<file path="src/rtl/ps2_pkg.sv">
// Shared constants, decoder states and event record for the PS/2 key controller.
package ps2_pkg;

  localparam logic [7:0] PS2_EXT    = 8'hE0;
  localparam logic [7:0] PS2_BRK    = 8'hF0;
  localparam logic [7:0] PS2_PAUSE  = 8'hE1;
  localparam logic [7:0] PS2_BAT    = 8'hAA;
  localparam logic [7:0] PS2_ACK    = 8'hFA;
  localparam logic [7:0] PS2_ECHO   = 8'hEE;
  localparam logic [7:0] PS2_RESEND = 8'hFE;
  localparam logic [7:0] PS2_ERR0   = 8'h00;
  localparam logic [7:0] PS2_ERR1   = 8'hFF;

  // Bytes of the Pause sequence that follow the leading E1.
  localparam logic [2:0] PAUSE_SKIP = 3'd7;

  typedef enum logic [2:0] {
    IDLE,
    EXT,
    BRK,
    EXTBRK,
    PAUSE
  } ps2_state_e;

  typedef struct packed {
    logic       ext;
    logic       brk;
    logic [7:0] code;
  } ps2_event_t;

  function automatic logic is_kbd_err(input logic [7:0] b);
    return (b == PS2_ERR0) || (b == PS2_ERR1);
  endfunction

endpackage

</file>
<file path="src/rtl/ps2_evfifo.sv">
// Synchronous show-ahead FIFO; head entry visible on rdat whenever not empty.
// Latency: a push is visible at the head one cycle later; pop exposes the next entry the next cycle.
// Backpressure: push while full is ignored unless a pop happens in the same cycle.
module ps2_evfifo #(
  parameter int DEPTH = 8,
  parameter int WIDTH = 10
) (
  input  logic             clkin,
  input  logic             rst,
  input  logic             push,
  input  logic [WIDTH-1:0] wdat,
  input  logic             pop,
  output logic [WIDTH-1:0] rdat,
  output logic             full,
  output logic             empty
);

  localparam int AW = $clog2(DEPTH);

  logic [WIDTH-1:0] mem [DEPTH];
  logic [AW-1:0]    wr_ptr, rd_ptr;
  logic [AW:0]      count;
  logic             do_push, do_pop;

  assign empty   = (count == '0);
  assign full    = (count == (AW+1)'(DEPTH));
  assign do_pop  = pop & ~empty;
  assign do_push = push & (~full | do_pop);
  assign rdat    = mem[rd_ptr];

  always_ff @(posedge clkin) begin
    if (rst) begin
      wr_ptr <= '0;
      rd_ptr <= '0;
      count  <= '0;
    end else begin
      if (do_push) wr_ptr <= wr_ptr + AW'(1);
      if (do_pop)  rd_ptr <= rd_ptr + AW'(1);
      count <= count + (AW+1)'(do_push) - (AW+1)'(do_pop);
    end
  end

  always_ff @(posedge clkin) begin
    if (do_push) mem[wr_ptr] <= wdat;
  end

endmodule

</file>
<file path="src/rtl/ps2_keyctl.sv">
// Collapses PS/2 set-2 scancode sequences into key events queued in a show-ahead FIFO.
// Latency: event visible on key_* one cycle after its final byte is accepted.
// Backpressure: never stalls the receiver; events arriving at a full FIFO are dropped and flagged.
module ps2_keyctl
  import ps2_pkg::*;
#(
  parameter int FIFO_DEPTH     = 8,
  parameter int TIMEOUT_CYCLES = 100000
) (
  input  logic       clkin,
  input  logic       rst,
  input  logic [7:0] sym_data,
  input  logic       sym_valid,
  output logic       sym_ready,
  output logic [7:0] key_code,
  output logic       key_ext,
  output logic       key_break,
  output logic       key_valid,
  input  logic       key_ready,
  input  logic       stat_clr,
  output logic       stat_overflow,
  output logic       stat_kbd_err
);

  localparam int              TW        = $clog2(TIMEOUT_CYCLES);
  localparam logic [TW-1:0]   TIMER_MAX = TW'(TIMEOUT_CYCLES - 1);

  ps2_state_e    state_q, state_d;
  logic [2:0]    skip_q, skip_d;
  logic [TW-1:0] timer_q, timer_d;
  logic          byte_acc, ev_vld, err_set, ovf_set, pop;
  logic          fifo_full, fifo_empty;
  ps2_event_t    ev, head;

  assign byte_acc = sym_valid & sym_ready;
  assign pop      = key_valid & key_ready;
  assign ovf_set  = ev_vld & fifo_full & ~pop;

  always_ff @(posedge clkin) begin
    if (rst) begin
      state_q       <= IDLE;
      skip_q        <= '0;
      timer_q       <= '0;
      sym_ready     <= 1'b0;
      stat_overflow <= 1'b0;
      stat_kbd_err  <= 1'b0;
    end else begin
      state_q   <= state_d;
      skip_q    <= skip_d;
      timer_q   <= timer_d;
      sym_ready <= 1'b1;
      // A new error in the clearing cycle must not be lost.
      if (ovf_set)       stat_overflow <= 1'b1;
      else if (stat_clr) stat_overflow <= 1'b0;
      if (err_set)       stat_kbd_err  <= 1'b1;
      else if (stat_clr) stat_kbd_err  <= 1'b0;
    end
  end

  always_comb begin
    state_d = state_q;
    skip_d  = skip_q;
    timer_d = timer_q;
    ev_vld  = 1'b0;
    ev      = '0;
    err_set = 1'b0;
    if (byte_acc) begin
      timer_d = '0;
      if (is_kbd_err(sym_data)) begin
        err_set = 1'b1;
        state_d = IDLE;
      end else begin
        unique case (state_q)
          IDLE: begin
            if (sym_data == PS2_EXT)        state_d = EXT;
            else if (sym_data == PS2_BRK)   state_d = BRK;
            else if (sym_data == PS2_PAUSE) begin
              state_d = PAUSE;
              skip_d  = PAUSE_SKIP;
            end else if (!(sym_data inside {PS2_BAT, PS2_ACK, PS2_ECHO, PS2_RESEND})) begin
              ev_vld = 1'b1;
              ev     = '{ext: 1'b0, brk: 1'b0, code: sym_data};
            end
          end
          EXT: begin
            if (sym_data == PS2_BRK) state_d = EXTBRK;
            else if (sym_data != PS2_EXT) begin
              ev_vld  = 1'b1;
              ev      = '{ext: 1'b1, brk: 1'b0, code: sym_data};
              state_d = IDLE;
            end
          end
          BRK: begin
            ev_vld  = 1'b1;
            ev      = '{ext: 1'b0, brk: 1'b1, code: sym_data};
            state_d = IDLE;
          end
          EXTBRK: begin
            ev_vld  = 1'b1;
            ev      = '{ext: 1'b1, brk: 1'b1, code: sym_data};
            state_d = IDLE;
          end
          PAUSE: begin
            skip_d = skip_q - 3'd1;
            if (skip_q == 3'd1) begin
              ev_vld  = 1'b1;
              ev      = '{ext: 1'b1, brk: 1'b0, code: PS2_PAUSE};
              state_d = IDLE;
            end
          end
          default: state_d = IDLE;
        endcase
      end
    end else if (state_q == IDLE) begin
      timer_d = '0;
    end else if (timer_q == TIMER_MAX) begin
      timer_d = '0;
      state_d = IDLE;
    end else begin
      timer_d = timer_q + TW'(1);
    end
  end

  ps2_evfifo #(
    .DEPTH (FIFO_DEPTH),
    .WIDTH ($bits(ps2_event_t))
  ) u_evfifo (
    .clkin (clkin),
    .rst   (rst),
    .push  (ev_vld),
    .wdat  (ev),
    .pop   (pop),
    .rdat  (head),
    .full  (fifo_full),
    .empty (fifo_empty)
  );

  assign key_valid = ~fifo_empty;
  assign key_code  = key_valid ? head.code : 8'h00;
  assign key_ext   = key_valid & head.ext;
  assign key_break = key_valid & head.brk;

endmodule

</file>
<file path="config.mk">
export PLATFORM = sky130hd
export DESIGN_NAME = ps2_keyctl
export DESIGN_NICKNAME = d
export VERILOG_FILES = /design/src/rtl/ps2_pkg.sv /design/src/rtl/ps2_evfifo.sv /design/src/rtl/ps2_keyctl.sv
export SDC_FILE = /design/constraint.sdc
export NUM_CORES = 1
export LEC_CHECK = 0
export ABC_AREA = 1
export BUFFER_PORTS_ARGS = -buffer_cell sky130_fd_sc_hd__buf_4
export CORE_MARGIN = 3
export CORE_UTILIZATION = 40
export DETAILED_ROUTE_END_ITERATION = 8
export SYNTH_ARGS = -nofsm -noshare
export SYNTH_HDL_FRONTEND = slang
export SYNTH_HIERARCHICAL = 1
export SYNTH_SLANG_ARGS = --single-unit
</file>
<file path="constraint.sdc">
create_clock -name clkin -period 3 [get_ports clkin]
set_input_delay 0.3 -clock clkin [delete_from_list [all_inputs] [get_ports clkin]]
set_output_delay 0.3 -clock clkin [all_outputs]
set_load 0.01 [all_outputs]
</file>
Word level (Yosys, flattened, before mapping)
Memories as Yosys holds them, arrays and structs flattened. A register that Yosys moved wholly into a read port is not among the register bits.
Index checks and enable logic that the tools add are counted.
- input bits: 13
- register bits: 36
- RAM bits: 80
- memories: 1
- memory list (memory ; words ; bits a word ; read ports ; clocked after memory_dff ; write ports ; line ; RTL):
    u_evfifo.mem ; 8 ; 10 ; 1 ; 1 ; 1 ; ps2_evfifo.sv:20 ; logic [WIDTH-1:0] mem [DEPTH];
- eq/ne operators: 23
- bitwise logic cells: 13
- add/subtract/negate cells: 6
- reduce and logical (&&, ||, !) cells: 13
- mux-type cells: 46
- operator list (cell ; number):
    $eq A8 B8 Y1 const B ; 8
    $mux W10 ; 5
    $pmux W10 S5 ; 1
    $mux W3 ; 15
    $mux W8 ; 5
    $add A17 B1 Y17 const B ; 1
    $eq A17 B17 Y1 const B ; 1
    $mux W1 ; 17
    $ne A5 B5 Y1 const B ; 2
    $pmux W3 S3 ; 1
    $and A1 B1 Y1 ; 8
    $logic_not A8 Y1 ; 1
    $ne A2 B2 Y1 const B ; 4
    $ne A8 B8 Y1 const B ; 1
    $reduce_bool A2 Y1 ; 4
    $add A3 B1 Y3 const B ; 2
    $eq A3 B1 Y1 const B ; 2
    $eq A3 B2 Y1 const B ; 2
    $pmux W3 S2 ; 1
    $reduce_and A6 Y1 ; 1
    $reduce_and A5 Y1 ; 1
    $add A4 B1 Y4 ; 1
    $eq A4 B4 Y1 const B ; 1
    $logic_not A4 Y1 ; 1
    12 further kinds ; 15

Depth between registers and ports, before layout
Gate-level depths: netlist (run 1).
- depth in word-level cells: 12
- gate-level depth with buffers: 21

By module
The synthesis (run 1) kept the hierarchy.
- by module, submodules not included (module ; cells each ; area an instance (um^2) ; instances ; seq. area each (um^2)):
    ps2_evfifo ; 337 ; 3822.4 ; 1 ; 2662.6
    ps2_keyctl ; 285 ; 1833.0 ; 1 ; 520.5

Worst setup path before layout (run 1)
Ideal clock, no wire load.
- kind: input-to-reg
- start point: input port sym_data[3]
- end point: register u_evfifo.count[2]
- path slack: 0.524 ns
- required time: 2.881 ns
- arrival: 2.356 ns
- stages: 19
- cell sequence: inv_1 -> nand2_1 -> nor2_4 -> nand2_1 -> nand3_1 -> nand2_1 -> nor2_1 -> nand2_1 -> nand2_1 -> inv_1 -> buf_2 -> nor2_1 -> inv_1 -> nand2_1 -> ha_1 -> inv_1 -> fa_1 -> o21ai_0 -> a21oi_1
- cells in the longest elaborated chain, start to end: 12
- elaborated cells between the ends (all ways): 24
- RTL lines (what ; line ; RTL):
    from (decl) ; ps2_keyctl.sv:12 ; input logic [7:0] sym_data,
    $eq A8 B8 Y1 ; ps2_keyctl.sv:80 ; end else if (!(sym_data inside {PS2_BAT, PS2_ACK, PS2_ECHO, PS2_RESEND})) begin
    $reduce_bool A4 Y1 ; ps2_keyctl.sv:80 ;
    $mux W1 ; ps2_keyctl.sv:80 ;
    $mux W1 ; ps2_keyctl.sv:77 ; else if (sym_data == PS2_PAUSE) begin
    $mux W1 ; ps2_keyctl.sv:76 ; else if (sym_data == PS2_BRK) state_d = BRK;
    $mux W1 ; ps2_keyctl.sv:75 ; if (sym_data == PS2_EXT) state_d = EXT;
    $pmux W1 S4 ; ps2_keyctl.sv:73 ; unique case (state_q)
    $mux W1 (*) ; ps2_keyctl.sv:69 ; if (is_kbd_err(sym_data)) begin
    $mux W1 (*) ; ps2_keyctl.sv:67 ; if (byte_acc) begin
    named net ev_vld ; ps2_keyctl.sv:31 ; logic byte_acc, ev_vld, err_set, ovf_set, pop;
    $and A1 B1 Y1 (*) ; ps2_evfifo.sv:28 ; assign do_push = push & (~full | do_pop);
    $add A4 B1 Y4 (*) ; ps2_evfifo.sv:39 ; count <= count + (AW+1)'(do_push) - (AW+1)'(do_pop);
    $sub A4 B1 Y4 (*) ; ps2_evfifo.sv:39 ;
    to (signal assigned) ; ps2_evfifo.sv:39 ;
    to (decl) ; ps2_evfifo.sv:22 ; logic [AW:0] count;
Mark *: on every way through the listed nets, which the timed path passes. The rest lies on a longest branch.
A chain may end at the register's enable or synchronous reset.

Worst setup path after layout (run 1)
- start point: register skip_q[1]
- end point: register u_evfifo.count[2]
- cells in the longest elaborated chain, start to end: 8
- RTL lines (what ; line ; RTL):
    from (decl) ; ps2_keyctl.sv:29 ; logic [2:0] skip_q, skip_d;
    from (signal assigned) ; ps2_keyctl.sv:49 ; skip_q <= skip_d;
    $eq A3 B1 Y1 ; ps2_keyctl.sv:105 ; if (skip_q == 3'd1) begin
    $mux W1 ; ps2_keyctl.sv:105 ;
    $pmux W1 S4 ; ps2_keyctl.sv:73 ;
    $mux W1 ; ps2_keyctl.sv:69 ;
    $mux W1 ; ps2_keyctl.sv:67 ;
    named net ev_vld ; ps2_keyctl.sv:31 ;
    $and A1 B1 Y1 ; ps2_evfifo.sv:28 ;
    $add A4 B1 Y4 ; ps2_evfifo.sv:39 ;
    $sub A4 B1 Y4 ; ps2_evfifo.sv:39 ;
The timed path passes the listed nets, and every way through them passes these cells.

==> results.ini, run 1 <==
[status]
status=finished, final reports clean

[clocking]
cts_tree=done
postCtsSetupBuffers=0
cts_resized=0
cts.sinks=119
cts_root_buf=clkbuf_16
holdBufCountCts=0
clock_latency_ns=0.41
numCtsBuffers=17
clock_path_buffers=2
h-tree-depth=4
clk_pin_slew_worst_paths_ns=0.05

[job]
drv_cap=0

[sta]
max_clock_freq_ghz=0.384
setup_viol=0
relSlewSlack_pct=52.2
final_max_slew_viol_count=0
fin_crit_sh_pct=86.8
tns_ns=0
fin_ws_ns=0.397
min_period_ns=2.60
worst_pin_slew_ns=0.711
hold_viol=0
rsz0062_at_grt=false
clock_skew_ns=0.00682

[power_and_ir_drop]
clockPowerShare_pct=39.8
power_density_nw_per_um2=739
ir_drop_uv=425
pwr-share-comb_pct=22.7
power_switching_mw=1.41
p_seq_share_pct=37.5
p_leak_nw=2.65
intPower_mw=3.52
p_sw_share_pct=28.7

[setup_path]
end_kind=register
required_ns=3.29
crit_fanout=4
rr_worst_depth=18
start_kind=register
critPathCapture=u_evfifo/count[2]
worstPathArrival_ns=2.89
criticalPathCategory=reg -> reg
r2r_slack_ns=0.40
crit_start=skip_q[1]
r2r-end=u_evfifo/count[2]
worstReg2RegStart=skip_q[1]

[detailed_routing]
wire_per_inst_um=14.1
drc=0
via_per_inst=4.88
wirelength_um=12100
dr_total_vias=4164
drtAntennaViolNets=0
drt_iter0_drc=339
dr.pass1.iters=5

[yosys]
yosysSeqAreaShare_pct=56.3
synth_top_family_by_area=simple AND/OR/NAND/NOR gates
synth_simple_gate_area_share_pct=24.2
synth_seq_cells=119
synth_compound_area_share_pct=9.34
syn_inst=622
yosysWarnings=6
synth_edf_count=80
synthArstFlopShare_pct=0
synth.cell_area_um2=5660
yosysTopAreaCell=edfxtp_1
synth-adder-area-share_pct=2.57
synth_top_area_share_pct=42.5
synthTopCellsByArea=edfxtp_1, dfxtp_1, nor2_1, nand2_1, o21ai_0
synth_cell_types=39
synth.area.mux_share_pct=0
syn_nets=646
synthXorXnorAreaFrac_pct=1.39
synth-main-ff-cell=edfxtp_1
post-synth-top-count-cell=nor2_1
postSynthAreaPerCell_um2=9.09
synth_commonest_cells=nor2_1, nand2_1, edfxtp_1, inv_1, o21ai_0

[global_route]
grt_pass1_wl_um=20200
grt_antenna_before_repair=0
grt_overflow_total=0
grt_start_max_net_pins=41
first_global_vias=4052
grt.total_usage_pct=16.2

[final_layout]
antennaDiodeCount=0
drive_above_1_share_pct=16.2
syn_to_final_growth_pct=17.9
num-nets-final=690
fillCellCount=1263

[floorplanning]
die_w_um=125
rows=42
ios=27
dieArea_um2=15600
die_h_um=125
core_um2=13600
initial_core_util_pct=41.7

[placed_design]
dp_hpwl_um=7870
pre_cts_ws_ns=0.271
portBuffers=26
gp_congestion=0.866

[hold_path]
hold_class=in -> reg
whs_path_depth=2

==> flip-flops by register name (all words and copies together), names as in the netlist, named ones only <==
name	count
skip_q	3
u_evfifo/mem	80
stat_overflow	1
u_evfifo/wr_ptr	3
state_q	3
stat_kbd_err	1
timer_q	17
u_evfifo/rd_ptr	3
sym_ready	1
u_evfifo/count	4
==> metrics by stage <==
stage	power [mW]	cells	utilization (%)	area (µm²)	hold WS [ns]
finish	4.93	854	49.2	6670	0.135
global route	5.20	854	49.2	6670	0.125
CTS	4.98	854	49.2	6670	0.122
detailed placement	3.01	823	45.0	6100	0.436
global placement	2.99	823	45.0	6100	0.429
floorplan	2.64	622	-	5660	0.362
==> layout make-up <==
class	count	area, µm²	share of cell area [%]
sequential	119	3180	47.7
clock inverter	11	133	1.99
tap	176	220	3.30
multi-input combinational	416	2120	31.8
timing repair buffer	42	315	4.73
clock buffer	20	437	6.55
inverter	70	263	3.94
==> how the worst min path moves through the flow <==
stage | start | to
6_report | rst | skip_q[2]
5_1_grt | rst | skip_q[2]
4_1_cts | rst | skip_q[2]
3_5_place_dp | timer_q[0] | timer_q[0]
3_3_place_gp | timer_q[0] | timer_q[0]
2_1_floorplan | rst | skip_q[2]
==> worst max-delay path, stage by stage (launching register included) <==
cell,delay [ns]
dfxtp_1,0.31
inv_1,0.06
ha_1,0.18
inv_1,0.06
nor2_1,0.05
nand2_1,0.14
nand2_1,0.09
nor2_1,0.08
nand2_1,0.07
nand2_1,0.12
inv_1,0.08
nor2_1,0.19
inv_1,0.09
nand2_1,0.08
ha_1,0.16
inv_1,0.06
fa_1,0.39
o21ai_0,0.22
a21oi_1,0.06
==> power groups by stage <==
stage	clock, mW	combinational [mW]	sequential [mW]
after floorplan	0	0.760	1.88
after global placement	0	1.11	1.88
after detailed placement	0	1.13	1.88
after CTS	2.00	1.14	1.85
after global routing	2.08	1.27	1.85
final	1.96	1.12	1.85
==> per-layer routing <==
metal | part of all wire, % | vias to the layer above | wire length [µm] | GRT usage (%)
li1 | - | 2140 | - | -
met3 | 3.4 | 16 | 415 | 4.25
met5 | 0 | - | 0 | 0
met1 | 46 | 1929 | 5600 | 20.4
met2 | 49 | 79 | 5870 | 27.0
met4 | 1.6 | 0 | 193 | 5.74
==> placed cells by master (no fill, tap or decap), types with 7 or more instances in the layout <==
cell / netlist / layout
nor2_1: 124 / 124
nand2_1: 96 / 96
edfxtp_1: 80 / 80
inv_1: 64 / 64
o21ai_0: 55 / 55
buf_4: 2 / 42
dfxtp_1: 39 / 38
a21oi_1: 25 / 25
nand3_1: 23 / 23
clkbuf_16: 0 / 17
nor3_1: 15 / 15
o21ai_1: 13 / 13
ha_1: 10 / 10
nor2_2: 7 / 7
xor2_1: 7 / 7
==> cell families after synthesis <==
kind of cell | count (synthesis)
and+or+nand+nor | 297
DFF | 119
AOI/OAI and AO/OA | 99
buffers and inverters | 87
adders and majority gates | 11
xor gates and xnor gates | 9
(Power assumes the default switching activity.)
==> run 2: changes to the inputs <==
- ABC_AREA: 1 -> 0
==> run 2 against run 1 <==
Area after synthesis down 4.9%. Combinational power decreased by 19%. Non-clock buffer count is 12 higher. Clock power increased by 4%. Largest power group unchanged.
==> results.ini, run 2 <==
[clocking]
clk_pin_slew_worst_paths_ns=0.05
clock_latency_ns=0.40
clock_path_buffers=2
cts_root_buf=clkbuf_16
cts.sinks=119
numCtsBuffers=17
cts_tree=done
h-tree-depth=4

[final_layout]
syn_to_final_growth_pct=21.8
final_cells=655
reg_top3=u_evfifo/mem x80, timer_q x17, u_evfifo/count x4
antennaDiodeCount=0
largest_reg_flops=80
finalInstanceArea_um2=6550
postLayoutCoreUtil_pct=50.9
num-nets-final=494
layout_common_cells=edfxtp_1, buf_4, dfxtp_1
drive_above_1_share_pct=26.5
final_common_cell=edfxtp_1
regMostFlops=u_evfifo/mem

[job]
drv_cap=0

[sta]
hold_viol=0
max_clock_freq_ghz=0.369
fin_ws_ns=0.289
holdWs_ns=0.126
worst_pin_slew_ns=1.01
min_period_ns=2.71
tns_ns=0
setup_viol=0
rsz0062_at_grt=false
fin_crit_sh_pct=90.4
final_max_slew_viol_count=0
relSlewSlack_pct=32.7
clock_skew_ns=0.00380

[power_and_ir_drop]
p_leak_nw=2.24
power_mw=4.84
power_density_nw_per_um2=739
ir_drop_uv=342

[setup_path]
rr_worst_depth=7
cp_num_buf_inv=1
r2r-end=u_evfifo/mem[7][2]
cp_slowest_cell=nor2_1
path_cells=inv_1, ha_1, nor3b_2, nor2b_1, nor2b_1, o21ai_0, nor2_1
critPathTopFamily=simple AND/OR/NAND/NOR gates
worstPathArrival_ns=2.73
critPathMaxStageDelay_ns=0.84
start_kind=register
end_kind=register
criticalPathCategory=reg -> reg
r2r_slack_ns=0.29
crit_fanout=10
required_ns=3.02
worstReg2RegStart=u_evfifo/count[2]
path_common_cell=nor2b_1

[hold_path]
hp-start=stat_clr
whs_path_depth=2
hold_path_end=stat_overflow
hold_class=in -> reg

[yosys]
syn_inst=414
yosysWarnings=6
synthTopCellsByArea=edfxtp_1, dfxtp_1, mux4_2, nor2_1, mux2_2
postSynthAreaPerCell_um2=13.0
synth_edf_count=80
synth.cell_area_um2=5380
yosysTopAreaCell=edfxtp_1
synth_seq_cells=119
post-synth-top-count-cell=edfxtp_1
synth_commonest_cells=edfxtp_1, dfxtp_1, nor2_1, nand2_1, mux4_2
syn_nets=438
yosysSeqAreaShare_pct=59.2
synth-main-ff-cell=edfxtp_1
synthArstFlopShare_pct=0
synth_cell_types=58
synth_top_area_share_pct=44.7

[detailed_routing]
drt_iter0_drc=208
dr.pass1.iters=5
drtAntennaViolNets=0
wirelength_um=11000
wire_per_inst_um=16.8
dr_total_vias=3513
drc=0
via_per_inst=5.36

[floorplanning]
rows=41
dieArea_um2=14900
initial_core_util_pct=41.8
die_w_um=122
core_um2=12900
ios=27
die_h_um=122

[global_route]
grt_overflow_total=0
met3_usage_pct=3.95
met2_usage_pct=25.0
grt_start_max_net_pins=26
grt_busiest_layer=met2
grt_antenna_before_repair=0
grt.total_usage_pct=16.0
first_global_vias=3433
grtUsageMet1_pct=21.6
grt_pass1_wl_um=18000

[placed_design]
gp_congestion=0.905
placed_area_um2=5930
place_inst=622
portBuffers=26
pre_cts_ws_ns=-0.0347
dp_hpwl_um=7620

[status]
status=finished, final reports clean

run 2: changes by cell type after synthesis, sizes merged, moves of 15 or more:
| cell | delta |
|---|---|
| nor2 | -100 |
| nand2 | -80 |
| o21ai | -60 |
| inv | -51 |
| mux4 | +20 |
| nor2b | +19 |
| a21oi | -18 |
| nand3 | -15 |
run 2: cell families after synthesis:
family | synth area share [%]
buffers and inverters | 2.84
adders and majority gates | 2.70
AOI/OAI and AO/OA | 5.86
DFF | 59.2
and+or+nand+nor | 15.4
xor gates and xnor gates | 2.77
muxes | 11.3
run 2: worst max-delay path by stage:
| stage | from | endpoint | depth (start not counted) |
|---|---|---|---|
| final | u_evfifo/count[2] | u_evfifo/mem[7][2] | 7 |
| after global routing | u_evfifo/count[2] | u_evfifo/mem[7][3] | 7 |
| after floorplan | sym_data[0] | u_evfifo/mem[2][0] | 9 |
| after CTS | state_q[2] | u_evfifo/mem[6][0] | 7 |
| after detailed placement | sym_data[3] | u_evfifo/mem[6][1] | 8 |
| after global placement | sym_data[0] | u_evfifo/count[2] | 12 |
run 2: report_power, final:
group	switching, mW	leakage [nW]	internal (mW)
Clock	0.647	0.292	1.38
Combinational	0.442	0.909	0.466
Sequential	0.0801	1.04	1.82
Total	1.17	2.24	3.67
run 2: final cells by class:
| type | instances | area (µm²) |
|---|---|---|
| fill | 1113 | 6320 |
| inverter | 18 | 67.6 |
| timing repair buffer | 54 | 405 |
| tap | 172 | 215 |
| clock inverter | 10 | 153 |
| sequential | 119 | 3180 |
| multi-input combinational | 260 | 2080 |
| clock buffer | 22 | 444 |
run 2: per-layer routing:
layer / up-vias / wire length (µm)
met2: 96 / 5340
met4: 0 / 172
met5: - / 0
li1: 1675 / -
met1: 1726 / 5030
met3: 16 / 488
run 2: repair_timing:
action / 4_1_cts / 5_1_grt
resized for setup: 0 / 3
hold buffers: 0 / 0
setup endpoints to repair: 0 / 36
hold endpoints to repair: 0 / 0
setup buffers: 0 / 1
==> run 3: changes to the inputs <==
- CORE_ASPECT_RATIO: default -> 1.1
==> run 3 against run 2 <==
Worst hold slack got worse by 0.0030 ns. Fmax fell by 2.0%. Clock power fell by 6%. Critical path depth did not move. Cell count shrank 2.6%. Non-clock buffer count decreased by 2. Sequential power about the same. Critical path type unchanged. Highest routed layer unchanged.
==> results.ini, run 3 (synthesis results as in run 2) <==
[global_route]
first_global_vias=3410
grt.total_usage_pct=15.4
grt_start_max_net_pins=26
grt_pass1_wl_um=17500
grt_antenna_before_repair=0
grt_overflow_total=0

[final_layout]
regMostFlops=u_evfifo/mem
fillCellCount=1100
reg_top3=u_evfifo/mem x80, timer_q x17, u_evfifo/count x4
largest_reg_flops=80
syn_to_final_growth_pct=20.4
drive_above_1_share_pct=26.2
num-nets-final=492
final_common_cell=edfxtp_1
layout_common_cells=edfxtp_1, buf_4, dfxtp_1
antennaDiodeCount=0

[sta]
setup_viol=0
final_max_slew_viol_count=0
max_clock_freq_ghz=0.361
clock_skew_ns=0.00998
fin_crit_sh_pct=92.2
min_period_ns=2.77
holdWs_ns=0.123
fin_ws_ns=0.234
rsz0062_at_grt=false
relSlewSlack_pct=35.8
worst_pin_slew_ns=0.960
hold_viol=0

[setup_path]
criticalPathCategory=reg -> reg
end_kind=register
worstPathArrival_ns=2.78
crit_fanout=16
required_ns=3.01
start_kind=register

[floorplanning]
dieArea_um2=14900
core_um2=12900
initial_core_util_pct=41.8
die_w_um=117
ios=27
rows=43
die_h_um=128

[clocking]
clock_latency_ns=0.40
h-tree-depth=4
postCtsSetupBuffers=0
cts_tree=done
holdBufCountCts=0
clk_pin_slew_worst_paths_ns=0.05
cts_root_buf=clkbuf_16
cts_resized=0
cts.sinks=119
numCtsBuffers=17
clock_path_buffers=2

[placed_design]
portBuffers=26
gp_congestion=0.877
pre_cts_ws_ns=0.00956
dp_hpwl_um=7330

[detailed_routing]
drc=0
wire_per_inst_um=16.8
via_per_inst=5.42
dr.pass1.iters=4
drt_iter0_drc=172
drtAntennaViolNets=0
wirelength_um=10700
dr_total_vias=3458

[power_and_ir_drop]
clockPowerShare_pct=40.4
p_sw_share_pct=25.6
p_seq_share_pct=40.4
ir_drop_uv=387
intPower_mw=3.51
power_switching_mw=1.20
power_density_nw_per_um2=727
pwr-share-comb_pct=19.2
p_leak_nw=2.20

[job]
drv_cap=0

[hold_path]
hold_class=in -> reg

[status]
status=finished, final reports clean

==> run 3: cell types whose count changed in the layout (fill, tap and decap cells not counted), moves of 2 or more <==
| cell | previous run | this run |
|---|---|---|
| clkinvlp_4 | 1 | 5 |
| clkinv_1 | 0 | 2 |
| bufinv_16 | 4 | 2 |
| clkbuf_1 | 5 | 1 |
| buf_4 | 54 | 51 |
==> run 3: worst paths after layout <==
check	depth (start not counted)	from	slack, ns	end
worst max register to register	7	state_q[2]	0.23	u_evfifo/mem[3][3]
worst max-delay path	7	state_q[2]	0.23	u_evfifo/mem[3][3]
worst min-delay path	2	stat_clr	0.12	stat_overflow
worst min register to register	1	timer_q[0]	0.44	timer_q[0]
==> run 3: cell type report <==
cell class	count	area, µm²	share of cell area, %
multi-input combinational	260	2070	31.9
inverter	18	67.6	1.04
timing repair buffer	52	403	6.22
sequential	119	3180	49.1
tap	157	196	3.03
clock buffer	18	429	6.62
clock inverter	14	134	2.07
==> run 3: per-stage QoR <==
| stage | area, µm² | power (mW) | utilization (%) | std cells | TNS [ns] |
|---|---|---|---|---|---|
| final | 6480 | 4.71 | 50.4 | 638 | 0 |
| after floorplan | 5400 | 2.49 | - | 414 | -0.174 |
| after detailed placement | 5920 | 2.86 | 46.0 | 606 | 0 |
| after global routing | 6480 | 4.95 | 50.4 | 638 | 0 |
| after global placement | 5920 | 2.85 | 46.0 | 606 | 0 |
| after CTS | 6480 | 4.78 | 50.4 | 638 | 0 |
==> run 3: critical path, stage by stage (launching register included) <==
cell	delay (ns)
dfxtp_1	0.32
or3b_2	0.48
o22ai_1	0.15
a311oi_1	0.11
nor3_2	0.30
buf_12	0.18
nand3_1	0.10
nor2_1	0.75
==> run 3: metal layers <==
layer | part of all wire, % | wire length [µm] | track usage (%) | up-vias
li1 | - | - | - | 1668
met5 | 0 | 0 | 0 | -
met3 | 3.8 | 412 | 3.93 | 13
met1 | 46 | 4970 | 20.8 | 1702
met2 | 49 | 5230 | 24.4 | 75
met4 | 1.3 | 138 | 5.06 | 0
==> run 3: power by group through the flow <==
| stage | Combinational, mW | Sequential [mW] | Clock (mW) |
|---|---|---|---|
| after floorplan | 0.608 | 1.88 | 0 |
| after global placement | 0.918 | 1.93 | 0 |
| after detailed placement | 0.927 | 1.94 | 0 |
| after CTS | 0.932 | 1.90 | 1.95 |
| after global routing | 1.01 | 1.91 | 2.03 |
| final | 0.906 | 1.90 | 1.90 |
